### src/rtl/dataflow_gates.sv
// -----------------------------------------------------------------------------
// dataflow_gates
//   Two-operand bitwise logic unit. It computes AND, OR, NAND, NOR, XOR, XNOR
//   and NOT(a) in parallel, plus one result chosen by an opcode. Every result
//   is registered with a single cycle of latency and is qualified by out_valid.
//
// Parameters
//   WIDTH      operand/result width in bits (>= 1); all operations are bitwise
//
// Ports
//   clk        in   1      rising-edge clock
//   rst_n      in   1      asynchronous assert, active-low reset
//   a          in   WIDTH  operand A
//   b          in   WIDTH  operand B
//   in_valid   in   1      a/b/op qualify this cycle
//   op         in   3      out_sel select:
//                          0 AND, 1 OR, 2 NAND, 3 NOR, 4 XOR, 5 XNOR,
//                          6 NOT a, 7 pass-through a
//   out_and    out  WIDTH  a & b
//   out_or     out  WIDTH  a | b
//   out_nand   out  WIDTH  ~(a & b)
//   out_nor    out  WIDTH  ~(a | b)
//   out_xor    out  WIDTH  a ^ b
//   out_xnor   out  WIDTH  ~(a ^ b)
//   out_not    out  WIDTH  ~a
//   out_sel    out  WIDTH  result picked by op
//   out_valid  out  1      results correspond to an accepted input
// -----------------------------------------------------------------------------
module dataflow_gates #(
  parameter int WIDTH = 1
) (
  input  logic             clk,
  input  logic             rst_n,
  input  logic [WIDTH-1:0] a,
  input  logic [WIDTH-1:0] b,
  input  logic             in_valid,
  input  logic [2:0]       op,
  output logic [WIDTH-1:0] out_and,
  output logic [WIDTH-1:0] out_or,
  output logic [WIDTH-1:0] out_nand,
  output logic [WIDTH-1:0] out_nor,
  output logic [WIDTH-1:0] out_xor,
  output logic [WIDTH-1:0] out_xnor,
  output logic [WIDTH-1:0] out_not,
  output logic [WIDTH-1:0] out_sel,
  output logic             out_valid
);

  typedef enum logic [2:0] {
    OP_AND  = 3'd0,
    OP_OR   = 3'd1,
    OP_NAND = 3'd2,
    OP_NOR  = 3'd3,
    OP_XOR  = 3'd4,
    OP_XNOR = 3'd5,
    OP_NOT  = 3'd6,
    OP_PASS = 3'd7
  } op_e;

  // One bundle for every registered result so capture, hold and reset are
  // handled as a single unit.
  typedef struct packed {
    logic [WIDTH-1:0] and_r;
    logic [WIDTH-1:0] or_r;
    logic [WIDTH-1:0] nand_r;
    logic [WIDTH-1:0] nor_r;
    logic [WIDTH-1:0] xor_r;
    logic [WIDTH-1:0] xnor_r;
    logic [WIDTH-1:0] not_r;
    logic [WIDTH-1:0] sel_r;
  } result_t;

  result_t res_d, res_q;
  logic    valid_q;

  // The complements are registered in their own right rather than derived
  // from the AND/OR/XOR flops, so that reset drives every output to zero.
  always_comb begin
    // NOTE: every field gets a value before the case below; a path that
    // leaves a combinational output unassigned would infer a latch.
    res_d        = '0;
    res_d.and_r  = a & b;
    res_d.or_r   = a | b;
    res_d.nand_r = ~(a & b);
    res_d.nor_r  = ~(a | b);
    res_d.xor_r  = a ^ b;
    res_d.xnor_r = ~(a ^ b);
    res_d.not_r  = ~a;

    unique case (op_e'(op))
      OP_AND:  res_d.sel_r = res_d.and_r;
      OP_OR:   res_d.sel_r = res_d.or_r;
      OP_NAND: res_d.sel_r = res_d.nand_r;
      OP_NOR:  res_d.sel_r = res_d.nor_r;
      OP_XOR:  res_d.sel_r = res_d.xor_r;
      OP_XNOR: res_d.sel_r = res_d.xnor_r;
      OP_NOT:  res_d.sel_r = res_d.not_r;
      OP_PASS: res_d.sel_r = a;
      default: res_d.sel_r = '0;
    endcase
  end

  // The result registers load only on accepted inputs, so operands (even X)
  // presented with in_valid low never reach the outputs. out_valid tracks
  // in_valid every cycle.
  always_ff @(posedge clk or negedge rst_n) begin
    // NOTE: non-blocking assignments keep every flop sampling pre-edge values.
    if (!rst_n) begin
      res_q   <= '0;
      valid_q <= 1'b0;
    end else begin
      valid_q <= in_valid;
      if (in_valid) begin
        res_q <= res_d;
      end
    end
  end

  assign out_and   = res_q.and_r;
  assign out_or    = res_q.or_r;
  assign out_nand  = res_q.nand_r;
  assign out_nor   = res_q.nor_r;
  assign out_xor   = res_q.xor_r;
  assign out_xnor  = res_q.xnor_r;
  assign out_not   = res_q.not_r;
  assign out_sel   = res_q.sel_r;
  assign out_valid = valid_q;

endmodule

### config.mk
export PLATFORM = sky130hd
export DESIGN_NAME = dataflow_gates
export DESIGN_NICKNAME = d
export VERILOG_FILES = /design/src/rtl/dataflow_gates.sv
export SDC_FILE = /design/constraint.sdc
export NUM_CORES = 1
export LEC_CHECK = 0
export CORE_AREA = 2 2 39 41
export CTS_BUF_LIST = sky130_fd_sc_hd__clkbuf_8
export CTS_CLUSTER_DIAMETER = 150
export DETAILED_ROUTE_END_ITERATION = 8
export DIE_AREA = 0 0 41 43
export REMOVE_ABC_BUFFERS = 1
export SYNTH_ARGS = -nofsm -noshare
export SYNTH_HDL_FRONTEND = slang
export SYNTH_SLANG_ARGS = --single-unit
### constraint.sdc
create_clock -name clk -period 0.9 [get_ports clk]
set_input_delay 0.18 -clock clk [delete_from_list [all_inputs] [get_ports clk]]
set_output_delay 0.18 -clock clk [all_outputs]
set_load 0.1 [all_outputs]
; ---- After elaboration in Yosys (flattened, before gate mapping)
; Index checks and enable logic that the tools add are counted.
; Widths: inputs -> output; s select.
[totals]
ff_bits = 9
latchBits = 0
ram_bits = 0
mem_bits_ro = 0
out_inout_bits = 9
memories = 0
[classes]
addsub = 0
n_mul = 0
n_div = 0
n_lt_le_gt_ge = 0
n_eq_ne = 7
shift = 0
n_mux = 1
bitwise = 7
n_reduce_logical = 1
[op_table]
columns = op, count
row1 = $eq 3x3->1 const B, 4
row2 = $pmux 1 s8, 1
row3 = $eq 3x2->1 const B, 2
row4 = $not 1->1, 4
row5 = $eq 3x1->1 const B, 1
row6 = $logic_not 3->1, 1
row7 = $and 1x1->1, 1
row8 = $or 1x1->1, 1
row9 = $xor 1x1->1, 1

; ---- Longest topological paths before layout
[depth]
ltp_word = 3
depth_mapped = 5
depth_no_buf = 5

; ---- Worst setup path after synthesis
; OpenSTA, ideal clock, no wires.
[synth_timing]
path_type = register to register
startpoint = register, netlist name out_sel
endpoint = register res_q, in the netlist out_sel
setup_time_ns = 0.126
t_arrival_ns = 1.242
required_ns = 0.774
slack_ns = -0.469
stages_incl_launch_ff = 3
n_path_buf = 0
synth_period_minus_slack_ns = 1.369
path_cell_list = dfrtp_1 nor2b_1 a311o_1
[synth_lines]
columns = element, line
row1 = end signal: assignment, 114  ; res_q <= res_d;
row2 = end: declaration, 73  ; result_t res_d, res_q;

; ---- Final worst setup path
[layout_timing]
startpoint = register res_q, in the netlist out_sel
endpoint = output port out_sel
[layout_lines]
columns = element, line
row1 = end: declaration, 45  ; output logic [WIDTH-1:0] out_sel,
; No word-level cell between the ends.

==> run_results.csv <==
group,metric,value,unit
die,core,0.00138,mm2
grt,grt_max_degree,10,
worst_setup_path,crit_chain,"buf_6 -> buf_12",
die,die_area,0.00176,mm2
timing,timing.fmax,942,MHz
timing,rsz0062_at_grt,"true",
routing,initialDrtViolationCount,7,
worst_setup_path,critical-path-max-stage-delay,380,ps
worst_setup_path,crit_buf_inv,2,
cells_and_area,fill_cells,114,
clocking,clock-root-buffer,"clkbuf_8",
synth,ys_seq_area_share,53.9,%
pwr,p_switching,0.642,mW
grt,antenna_found_initial,0,
cells_and_area,final_common_cell,"buf_4",
worst_setup_path,crit_family,"flip-flops",
pwr,pwr-share-comb,43.9,%
run_status,failed_checks,"negative setup slack",
synth,syn_area,418,um2
worst_hold_path,holdCritPathClass,"input port to async pin",
worst_setup_path,worstPathArrival,880,ps
pwr,power.leakage,0.432,nW
die,die_h,43,um
synth,yosys_warnings,0,
routing,detail_route.wl_per_cell,11.9,um
timing,finalSetupViolations,10,
clocking,ctsHoldBuffers,0,
synth,ys_seq_elements,9,
timing,relSlewSlack,85.8,%
cells_and_area,fin_nets,77,
placement,portBuffers,16,
grt,grt_pass1_wl,1570,um
synth,synth_top_area_share,53.9,%
die,start_util,30.2,%
worst_setup_path,worstSetupPathType,"register to output port",
die,rows,14,
synth,synth_cells,34,
routing,viasPerCell,4.35,
cells_and_area,regArea,225,um2
pwr,power_density,1920,mW/mm2
timing,setup_tns,-916,ps
timing,worst_slack,-162,ps
routing,drc,0,
timing,hold_ws,232,ps
pwr,pwr-share-clk,27.5,%
synth,syn_area_per_cell,12.3,um2
cells_and_area,multi_input_area,213,um2
die,die_w,41,um
placement,gp_congestion,0.682,
clocking,clkTransAtPathRegs,50,ps
pwr,ir_drop,1.12,mV
clocking,clk_latency,230,ps
worst_setup_path,cp_slowest_cell,"dfrtp_1",
run_status,status,"finished with violations",
clocking,htreeDepth,1,
placement,dp_hpwl,643,um
clocking,cts_tree,"yes",
grt,grt_pass1_vias,376,
pwr,pwr-share-seq,28.7,%
cells_and_area,syn2layout_area_growth,113,%
routing,vias,357,
placement,place_ws,-855,ps
synth,yosysTopAreaCell,"dfrtp_1",
clocking,numCtsBuffers,3,
grt,grt_usage,14.0,%
timing,slew_violations,0,
clocking,cts.sinks,9,
die,io_pins,17,
grt,gr-total-overflow,0,
timing,tightest_slew,214,ps
routing,drt_pre_antenna_iters,4,
timing,fin_worst_skew,0,ps
pwr,swShare,37.5,%
timing,period_minus_slack,1060,ps
cells_and_area,final-instance-count-excl-fill,82,
worst_setup_path,worst_ep_required_time,720,ps
flow_run,maxCapViolCount,0,
timing,finalHoldViolCount,0,
timing,fin_crit_sh,118,%
worst_setup_path,path_max_fanout,2,
synth,synth_cell_types,13,
clocking,cts_buffer_depth,2,
synth,synth_area_leaders,"dfrtp_1 54%, mux2i_1 12%, mux2_2 11%",
placement,dp_cells,75,
cells_and_area,drive_gt1_share,59.1,%
worst_setup_path,end_kind,"output port",
worst_setup_path,critPathLaunchType,"register",
cells_and_area,num_antenna_cells,0,
routing,routed_wirelength,976,um
cells_and_area,final_cell_mix,"10 x buf_4, 9 x dfrtp_1, 9 x buf_12",
pwr,internal_power,1.07,mW
routing,final_antenna_net_count,0,
## per-layer routing
metal | share of wire (%) | vias up | wire length [um] | GRT usage [%]
met4 | 0 | 0 | 0 | 10.0
met2 | 53 | 12 | 522 | 20.9
met5 | 0 | - | 0 | 0
li1 | - | 176 | - | -
met1 | 40 | 169 | 393 | 16.2
met3 | 6.1 | 0 | 60 | 3.66
## power groups by stage
stage	Sequential (mW)	Clock [mW]	Combinational, mW
6_report	0.491	0.471	0.751
5_1_grt	0.495	0.509	0.779
3_3_place_gp	0.496	0	0.692
4_1_cts	0.491	0.483	0.746
3_5_place_dp	0.496	0	0.695
2_1_floorplan	0.796	0	0.0759
## final timing paths
check	from	end	slack, ps	cells past startpoint
hold / removal	rst_n	out_and	230	2
setup / recovery	out_sel	out_sel	-160	2
max in group asynchronous	rst_n	out_or	530	2
setup reg to reg	out_sel	out_sel	-30	2
hold reg to reg	out_or	out_or	560	2
min in group clk	a	out_not	380	4
## synth_stat cells
cell type and count:
nand2_1 1, mux2i_1 5, a21oi_1 1, xnor2_1 1
nor2_1 2, buf_2 1, ha_1 2, inv_1 5
a311o_1 1, mux2_2 4, nand3b_1 1, dfrtp_1 9
nor2b_1 1
## flip-flops by register name (all words and copies together), names as in the netlist
register   count
out_and        1
out_nand       1
out_nor        1
out_not        1
out_or         1
out_sel        1
out_valid      1
out_xnor       1
out_xor        1
## through the flow
stage / total power, mW / utilization, % / instance area, um2
2_1_floorplan: 0.872 / - / 413
3_3_place_gp: 1.19 / 54.8 / 758
3_5_place_dp: 1.19 / 54.8 / 758
4_1_cts: 1.72 / 63.9 / 885
5_1_grt: 1.78 / 64.5 / 892
6_report: 1.71 / 64.5 / 892
## timing repair
action	CTS	global route
setup endpoints to repair	17	10
hold endpoints to repair	0	0
pin swaps	4	5
gates cloned	0	0
gates resized for setup	30	2
setup buffers	3	0
## final cells by class
type | instances | area share, %
clock buffers | 3 | 4.63
clock inverters | 1 | 0.561
inverters | 5 | 2.66
multi-input cells | 19 | 23.8
flip-flops and latches | 9 | 25.2
well taps | 16 | 2.24
repair buffers | 29 | 40.8
## kinds of logic (layout without fill, tap and decap cells)
| logic type | count (synthesis) | after routing | share of synthesized area (%) |
|---|---|---|---|
| DFF | 9 | 9 | 53.9 |
| AOI/OAI and AO/OA | 2 | 2 | 3.59 |
| xor gates and xnor gates | 1 | 1 | 2.10 |
| and+or+nand+nor | 5 | 5 | 5.99 |
| buffers and inverters | 6 | 38 | 5.69 |
| muxes | 9 | 9 | 22.8 |
| adders and majority gates | 2 | 2 | 5.99 |
(Power assumes the default switching activity.)
